`src/rtl/pipe_id_ex_elastic.sv`:
```
// Elastic ID->EX pipeline register: valid/ready on both sides, optional skid entry,
// synchronous flush, and load-use hazard detection that inserts exactly one bubble.
module pipe_id_ex_elastic #(
    parameter int WIDTH    = 32,
    parameter int AW       = 5,
    parameter int OPW      = 4,
    parameter int SKID     = 1,
    parameter int LOAD_USE = 1,
    parameter int CNT_W    = 16
) (
    input  logic             clk,
    input  logic             rst,
    input  logic             flush,
    input  logic             in_valid,
    output logic             in_ready,
    input  logic [OPW-1:0]   ALUOP_IN,
    input  logic             ALUSRC_IN,
    input  logic             REGWRITE_IN,
    input  logic             MEMTOREG_IN,
    input  logic             MEMWRITE_IN,
    input  logic             MEMREAD_IN,
    input  logic [AW-1:0]    ARS1_IN,
    input  logic [AW-1:0]    ARS2_IN,
    input  logic [AW-1:0]    ARD_IN,
    input  logic [WIDTH-1:0] RS1_IN,
    input  logic [WIDTH-1:0] RS2_IN,
    input  logic [WIDTH-1:0] IMMEDIATE_IN,
    output logic             out_valid,
    input  logic             out_ready,
    output logic [OPW-1:0]   ALUOP_OUT,
    output logic             ALUSRC_OUT,
    output logic             REGWRITE_OUT,
    output logic             MEMTOREG_OUT,
    output logic             MEMWRITE_OUT,
    output logic             MEMREAD_OUT,
    output logic [AW-1:0]    ARS1_OUT,
    output logic [AW-1:0]    ARS2_OUT,
    output logic [AW-1:0]    ARD_OUT,
    output logic [WIDTH-1:0] RS1_OUT,
    output logic [WIDTH-1:0] RS2_OUT,
    output logic [WIDTH-1:0] IMMEDIATE_OUT,
    output logic [CNT_W-1:0] bubble_cnt
);

    localparam bit USE_SKID = (SKID != 0);
    localparam bit USE_LU   = (LOAD_USE != 0);

    typedef struct packed {
        logic [OPW-1:0]   aluop;
        logic             alusrc;
        logic             regwrite;
        logic             memtoreg;
        logic             memwrite;
        logic             memread;
        logic [AW-1:0]    ars1;
        logic [AW-1:0]    ars2;
        logic [AW-1:0]    ard;
        logic [WIDTH-1:0] rs1;
        logic [WIDTH-1:0] rs2;
        logic [WIDTH-1:0] imm;
    } entry_t;

    // An empty main slot must present inert control bits; operands are left untouched.
    function automatic entry_t clear_ctrl(input entry_t e);
        entry_t r;
        r          = e;
        r.aluop    = '0;
        r.alusrc   = 1'b0;
        r.regwrite = 1'b0;
        r.memtoreg = 1'b0;
        r.memwrite = 1'b0;
        r.memread  = 1'b0;
        return r;
    endfunction

    entry_t           in_e;
    entry_t           main_q, main_d;
    entry_t           skid_q, skid_d;
    entry_t           young;
    logic             main_valid_q, main_valid_d;
    logic             skid_valid_q, skid_valid_d;
    logic [CNT_W-1:0] bubble_cnt_q, bubble_cnt_d;
    logic             young_valid;
    logic             hazard;
    logic             room;
    logic             in_xfer;
    logic             out_xfer;
    logic             count_en;

    assign in_e = '{aluop: ALUOP_IN, alusrc: ALUSRC_IN, regwrite: REGWRITE_IN,
                    memtoreg: MEMTOREG_IN, memwrite: MEMWRITE_IN, memread: MEMREAD_IN,
                    ars1: ARS1_IN, ars2: ARS2_IN, ard: ARD_IN,
                    rs1: RS1_IN, rs2: RS2_IN, imm: IMMEDIATE_IN};

    // The youngest held instruction is the one a new ID instruction could depend on.
    always_comb begin
        young       = skid_valid_q ? skid_q : main_q;
        young_valid = skid_valid_q | main_valid_q;
        hazard      = 1'b0;
        if (USE_LU) begin
            hazard = young_valid & young.memread & (young.ard != '0) & in_valid &
                     ((ARS1_IN == young.ard) | (ARS2_IN == young.ard));
        end
    end

    always_comb begin
        room = 1'b0;
        if (USE_SKID) begin
            room = ~skid_valid_q;
        end else begin
            room = ~main_valid_q | out_ready;
        end
    end

    assign in_ready = ~rst & ~flush & ~hazard & room;
    assign in_xfer  = in_valid & in_ready;
    assign out_xfer = main_valid_q & out_ready;
    // A bubble is counted once, on the cycle the load itself leaves the main slot.
    assign count_en = hazard & ~flush & ~skid_valid_q & out_xfer;

    // NOTE: every next-state value gets a default first so no path can infer a latch.
    always_comb begin
        main_d       = main_q;
        main_valid_d = main_valid_q;
        skid_d       = skid_q;
        skid_valid_d = skid_valid_q;
        bubble_cnt_d = bubble_cnt_q;

        if (flush) begin
            main_valid_d = 1'b0;
            skid_valid_d = 1'b0;
            main_d       = clear_ctrl(main_q);
        end else if (out_xfer) begin
            if (skid_valid_q) begin
                main_d       = skid_q;
                skid_valid_d = 1'b0;
            end else if (in_xfer) begin
                main_d = in_e;
            end else begin
                main_valid_d = 1'b0;
                main_d       = clear_ctrl(main_q);
            end
        end else if (in_xfer) begin
            if (!main_valid_q) begin
                main_d       = in_e;
                main_valid_d = 1'b1;
            end else if (USE_SKID) begin
                skid_d       = in_e;
                skid_valid_d = 1'b1;
            end
        end

        if (count_en && (bubble_cnt_q != '1)) begin
            bubble_cnt_d = bubble_cnt_q + CNT_W'(1);
        end
    end

    // NOTE: the skid payload is reset along with main so no stale bits can ever surface.
    always_ff @(posedge clk or posedge rst) begin
        if (rst) begin
            main_q       <= '0;
            skid_q       <= '0;
            main_valid_q <= 1'b0;
            skid_valid_q <= 1'b0;
            bubble_cnt_q <= '0;
        end else begin
            // NOTE: state registers use non-blocking assignment so all update together.
            main_q       <= main_d;
            skid_q       <= skid_d;
            main_valid_q <= main_valid_d;
            skid_valid_q <= skid_valid_d;
            bubble_cnt_q <= bubble_cnt_d;
        end
    end

    assign out_valid     = main_valid_q;
    assign ALUOP_OUT     = main_q.aluop;
    assign ALUSRC_OUT    = main_q.alusrc;
    assign REGWRITE_OUT  = main_q.regwrite;
    assign MEMTOREG_OUT  = main_q.memtoreg;
    assign MEMWRITE_OUT  = main_q.memwrite;
    assign MEMREAD_OUT   = main_q.memread;
    assign ARS1_OUT      = main_q.ars1;
    assign ARS2_OUT      = main_q.ars2;
    assign ARD_OUT       = main_q.ard;
    assign RS1_OUT       = main_q.rs1;
    assign RS2_OUT       = main_q.rs2;
    assign IMMEDIATE_OUT = main_q.imm;
    assign bubble_cnt    = bubble_cnt_q;

endmodule

```
`config.mk`:
```
export PLATFORM = sky130hd
export DESIGN_NAME = pipe_id_ex_elastic
export DESIGN_NICKNAME = d
export VERILOG_FILES = /design/src/rtl/pipe_id_ex_elastic.sv
export SDC_FILE = /design/constraint.sdc
export NUM_CORES = 1
export LEC_CHECK = 0
export ABC_AREA = 1
export CORE_MARGIN = 4
export CORE_UTILIZATION = 51
export CTS_CLUSTER_DIAMETER = 100
export DETAILED_ROUTE_END_ITERATION = 16
export GPL_TIMING_DRIVEN = 1
export PLACE_DENSITY_LB_ADDON = 0.25
export SLEW_MARGIN = 10
export SYNTH_ARGS = -nofsm -noshare
export SYNTH_HDL_FRONTEND = slang
export SYNTH_SLANG_ARGS = --single-unit
```
`constraint.sdc`:
```
create_clock -name clk -period 12.29 [get_ports clk]
set_input_delay 2.458 -clock clk [delete_from_list [all_inputs] [get_ports clk]]
set_output_delay 2.458 -clock clk [all_outputs]
set_load 0.02 [all_outputs]
```
-- Yosys cells after proc, flatten, opt, wreduce, memory -nomap -nowiden
Index checks and enable logic that the tools add are counted.
- flip-flop bits (word level): 258
- input bits: 125
- output and inout port bits: 138
- logic and storage cells: 81
- add/sub/neg operators: 1
- equal/unequal tests: 7
- multiplexer cells: 16
- bitwise gates (word level): 19
- reduce and logical (&&, ||, !) cells: 11
- operators with widths (kind ; number):
    $mux 120 ; 6
    $mux 112 ; 1
    $add 16x1->16 const B ; 1
    $ne 16x16->1 const B ; 1
    $and 1x1->1 ; 12
    $eq 5x5->1 ; 2
    $mux 1 ; 9
    $reduce_and 4->1 ; 2
    $ne 3x3->1 const B ; 2
    $reduce_bool 3->1 ; 2
    $not 1->1 ; 5
    $reduce_bool 5->1 ; 1
    $reduce_and 2->1 ; 2
    $reduce_bool 2->1 ; 2
    $ne 3x2->1 const B ; 1
    $reduce_and 3->1 ; 1
    $ne 2x1->1 const B ; 1
    $or 1x1->1 ; 2
    $logic_and 1x1->1 ; 1

-- Longest topological paths before layout
- word-level depth: 13
- depth in mapped cells: 17
- depth with buffers taken out: 15

-- Least setup slack after synthesis
Ideal clock, no wire load.
- kind: input to output
- start point: input port ARS1_IN[4]
- end point: output port in_ready
- arrival time: 3357 ps
- data required time: 9832 ps
- setup slack: 6475 ps
- stages: 9
- path buffers: 0
- path through: inv_1 > nand2_1 > nand2_1 > nor2_1 > nand3_1 > nand2_1 > nand2_2 > inv_2 > nor3_1
- cells in the longest elaborated chain, start to end: 6
- RTL lines (element ; RTL line ; text):
    start: declaration ; 22 ; input logic [AW-1:0] ARS1_IN,
    $eq 5x5->1 ; 102 ; ((ARS1_IN == young.ard) | (ARS2_IN == young.ard));
    $or 1x1->1 ; 102 ;
    $and 1x1->1 ; 101 ; hazard = young_valid & young.memread & (young.ard != '0) & in_valid &
    $not 1->1 ; 115 ; assign in_ready = ~rst & ~flush & ~hazard & room;
    $and 1x1->1 (2 in a row) ; 115 ;
    end: declaration ; 15 ; output logic in_ready,
Every way passes these cells.

-- Worst setup path after layout
- start point: input port ARS2_IN[0]
- end point: output port in_ready
- cells in the longest elaborated chain, start to end: 6
- RTL lines (element ; RTL line ; text):
    start: declaration ; 23 ; input logic [AW-1:0] ARS2_IN,
    $eq 5x5->1 ; 102 ;
    $or 1x1->1 ; 102 ;
    $and 1x1->1 ; 101 ;
    $not 1->1 ; 115 ;
    $and 1x1->1 (2 in a row) ; 115 ;
Every way passes these cells.

==> results_dict.tcl <==
set metrics [dict create \
    status "complete, no violations" \
    cp_slowest_cell "clkdlybuf4s50_1" \
    avgSynthCellArea_um2 7.439 \
    rows 55 \
    period_share_pct 54.68 \
    antenna_found_initial 3 \
    cts-root-buf "clkbuf_16" \
    synth_area_mm2 0.01179 \
    dr.pass1.iters 5 \
    holdCritStartpoint "skid_q[0]" \
    rr_endpoint "skid_q[110]" \
    dp_hpwl_um 19910 \
    clkPwrFrac_pct 33.4 \
    hold_viol_final 0 \
    ys_ff_latch 258 \
    crit_buf_inv 3 \
    cp.required_ps 9830 \
    via_per_inst 4.993 \
    clock-sinks 258 \
    cts_setup_buffers 0 \
    rr_startpoint "skid_valid_q" \
    pin_count 263 \
    final.setup.tns_ps 0 \
    maxSlewHeadroom_pct 15.81 \
    portBuffers 262 \
    synthCells 1585 \
    cts-buffers-inserted 29 \
    cts_htree_levels 1 \
    synth_ff_type "dfrtp_1" \
    async_flop_share_pct 100.0 \
    grt_pass1_wl_um 53120 \
    drive_gt1_share_pct 3.882 \
    coreArea_mm2 0.02271 \
    start_kind "input port" \
    power_frac_comb_pct 22.4 \
    synth_edf_count 0 \
    clock_latency_ps 540 \
    grt_use_total_pct 24.79 \
    period_minus_slack_ps 6720 \
    total_power_mw 2.491 \
    p_per_area_mw_per_mm2 162.1 \
    yosys_warnings 0 \
    ir_drop_uv 138.7 \
    netSwitchingPower_uw 743.3 \
    wl_per_cell_um 15.19 \
    hold_buffers 0 \
    fin_skew_ps 19.99 \
    clock_path_buffers 3 \
    max_stage_delay_ps 630 \
    setup_violations 0 \
    post-route-util_pct 67.67 \
    crit_type "in2out" \
    crit_fanout 3 \
    grt_pass1_vias 10450 \
    start_util_pct 51.92 \
    swShare_pct 29.83 \
    r2r_slack_ps 8530 \
    min_path_type "reg2reg" \
    hold_end "skid_q[0]" \
    final_max_slew_viol_count 0 \
    final_cell_mix "1119 x nand2_1, 262 x clkdlybuf4s50_1, 258 x dfrtp_1" \
    power_leakage_nw 8.314 \
    die_w_um 160.1 \
    gp_congestion 0.8493 \
    cp_top_family "buffers and inverters" \
    drc_errors 0 \
    synth_area_leaders "dfrtp_1 55%, nand2_1 36%, buf_2 1.6%, buf_4 1.5%, nand3_1 1.0%" \
    p_int_mw 1.748 \
    fmax_mhz 148.8 \
    worstRegToRegCells 15 \
    fillers 1889 \
    ys_seq_area_share_pct 54.75 \
    grt_max_degree 112 \
    worstMarginPinSlew_ps 1263 \
    cp.arrival_ps 4260 \
    synth_nets 1711 \
    die_h_um 160.1 \
    yosys.area.top_type_share_pct 54.75 \
    worstPathCellList "clkdlybuf4s50_1, nand3_1, nand2_1, nor2_1, nand3_1, nand2_1, nand2_2, inv_2, nor3_1, clkdlybuf4s50_1" \
    min_path_cells 2 \
    die_area_mm2 0.02562 \
    dr_total_vias 10570 \
    yosysUniqueCellTypes 23 \
    seq_power_share_pct 44.3 \
    postRouteAntennaNets 0 \
    drt_iter0_drc 780 \
    path_clk_slew_ps 60 \
    cts-resized-gates 0 \
    wl_um 32140 \
    grt-ovfl-total 0 \
    synthToLayoutAreaGrowth_pct 30.34 \
    rsz0062_at_grt "false" \
    cts_tree "done" \
    maxCapViolations 0 \
    cp-end-kind "primary output" \
    fin_nets 1935 \
    final_common_cell "nand2_1" \
    synth_top_area_cell "dfrtp_1" \
]
-- worst register-to-register path, cell delays in order (launching register included) --
cell	delay, ps
dfrtp_1	660
inv_2	200
nand2_1	140
nand2_1	120
nand2_1	80
nand2_1	40
nor2_1	90
nand3_1	100
nand2_1	110
nand2_2	100
nand3_4	120
nor2_4	40
buf_4	290
inv_4	590
buf_4	700
o21ai_0	220
-- metrics by stage --
step           worst slack (ps)  hold slack, ps  instances  area, um^2
6_report                   5570           469.5       2116       15370
5_1_grt                    5441           485.0       2116       15370
4_1_cts                    5572           472.5       2114       15360
3_5_place_dp               5572           458.3       2063       14440
3_3_place_gp               5573           452.9       2063       14440
2_1_floorplan              2734           442.2       1585       11790
-- Yosys cell counts, types with 2 or more instances --
cell and count:
nand2_1 1120, dfrtp_1 258, buf_2 38, inv_1 26, nand3_1 24, buf_4 23, o21ai_0 17, clkbuf_1 16
nor2_1 15, xor2_1 13, nor3_1 6, inv_2 5, nand2_2 5, nor4_1 4, xnor2_1 4, nand4_1 3
nor2_2 2
-- power groups by stage --
stage	sequential, mW	clock [mW]	combinational [mW]
floorplan	1.20	0	0.192
detailed placement	1.11	0	0.561
finish	1.10	0.832	0.557
global route	1.12	0.886	0.611
CTS	1.10	0.848	0.564
global placement	1.11	0	0.550
-- cell families after synthesis --
logic type	synth area share (%)
AOI/OAI and AO/OA	0.7852
xor gates and xnor gates	1.263
adders and majority gates	0.1061
buffers and inverters	4.605
DFF	54.75
muxes	0.09549
and+or+nand+nor	38.39
-- layer usage --
layer / up-vias / wire length (um) / GRT usage [%]
met5: - / 13 / 0
met4: 2 / 937 / 7.118
met3: 64 / 2100 / 5.187
met2: 321 / 15030 / 41.95
met1: 4957 / 14060 / 32.51
li1: 5222 / - / -
-- cell type report --
type,count,area [um^2],share of cell area (%)
Clock buffer,44,872.1,5.675
Antenna cell,2,5.005,0.03257
Inverter,32,132.6,0.8630
Tap cell,285,356.6,2.320
Sequential cell,258,6456,42.01
Timing Repair Buffer,270,2683,17.45
Multi-Input combinational cell,1218,4812,31.31
Clock inverter,7,51.30,0.3338
-- registers in the layout, indices dropped and copies added, names as in the netlist --
name           count
out_valid          1
MEMTOREG_OUT       1
MEMREAD_OUT        1
bubble_cnt        16
ALUSRC_OUT         1
ALUOP_OUT          4
REGWRITE_OUT       1
ARS2_OUT           5
skid_q           120
RS2_OUT           32
MEMWRITE_OUT       1
IMMEDIATE_OUT     32
ARD_OUT            5
RS1_OUT           32
skid_valid_q       1
ARS1_OUT           5
-- worst max-delay path by stage --
stage,start,to,slack (ps),depth (start not counted)
2_1_floorplan,rst,ALUOP_OUT[0],2730,1
6_report,ARS2_IN[0],in_ready,5570,10
3_5_place_dp,ARS2_IN[1],in_ready,5570,10
4_1_cts,ARS2_IN[0],in_ready,5570,10
3_3_place_gp,ARS2_IN[0],in_ready,5570,10
5_1_grt,ARS1_IN[4],in_ready,5440,10
No activity file was read; power rests on OpenSTA's default activity.
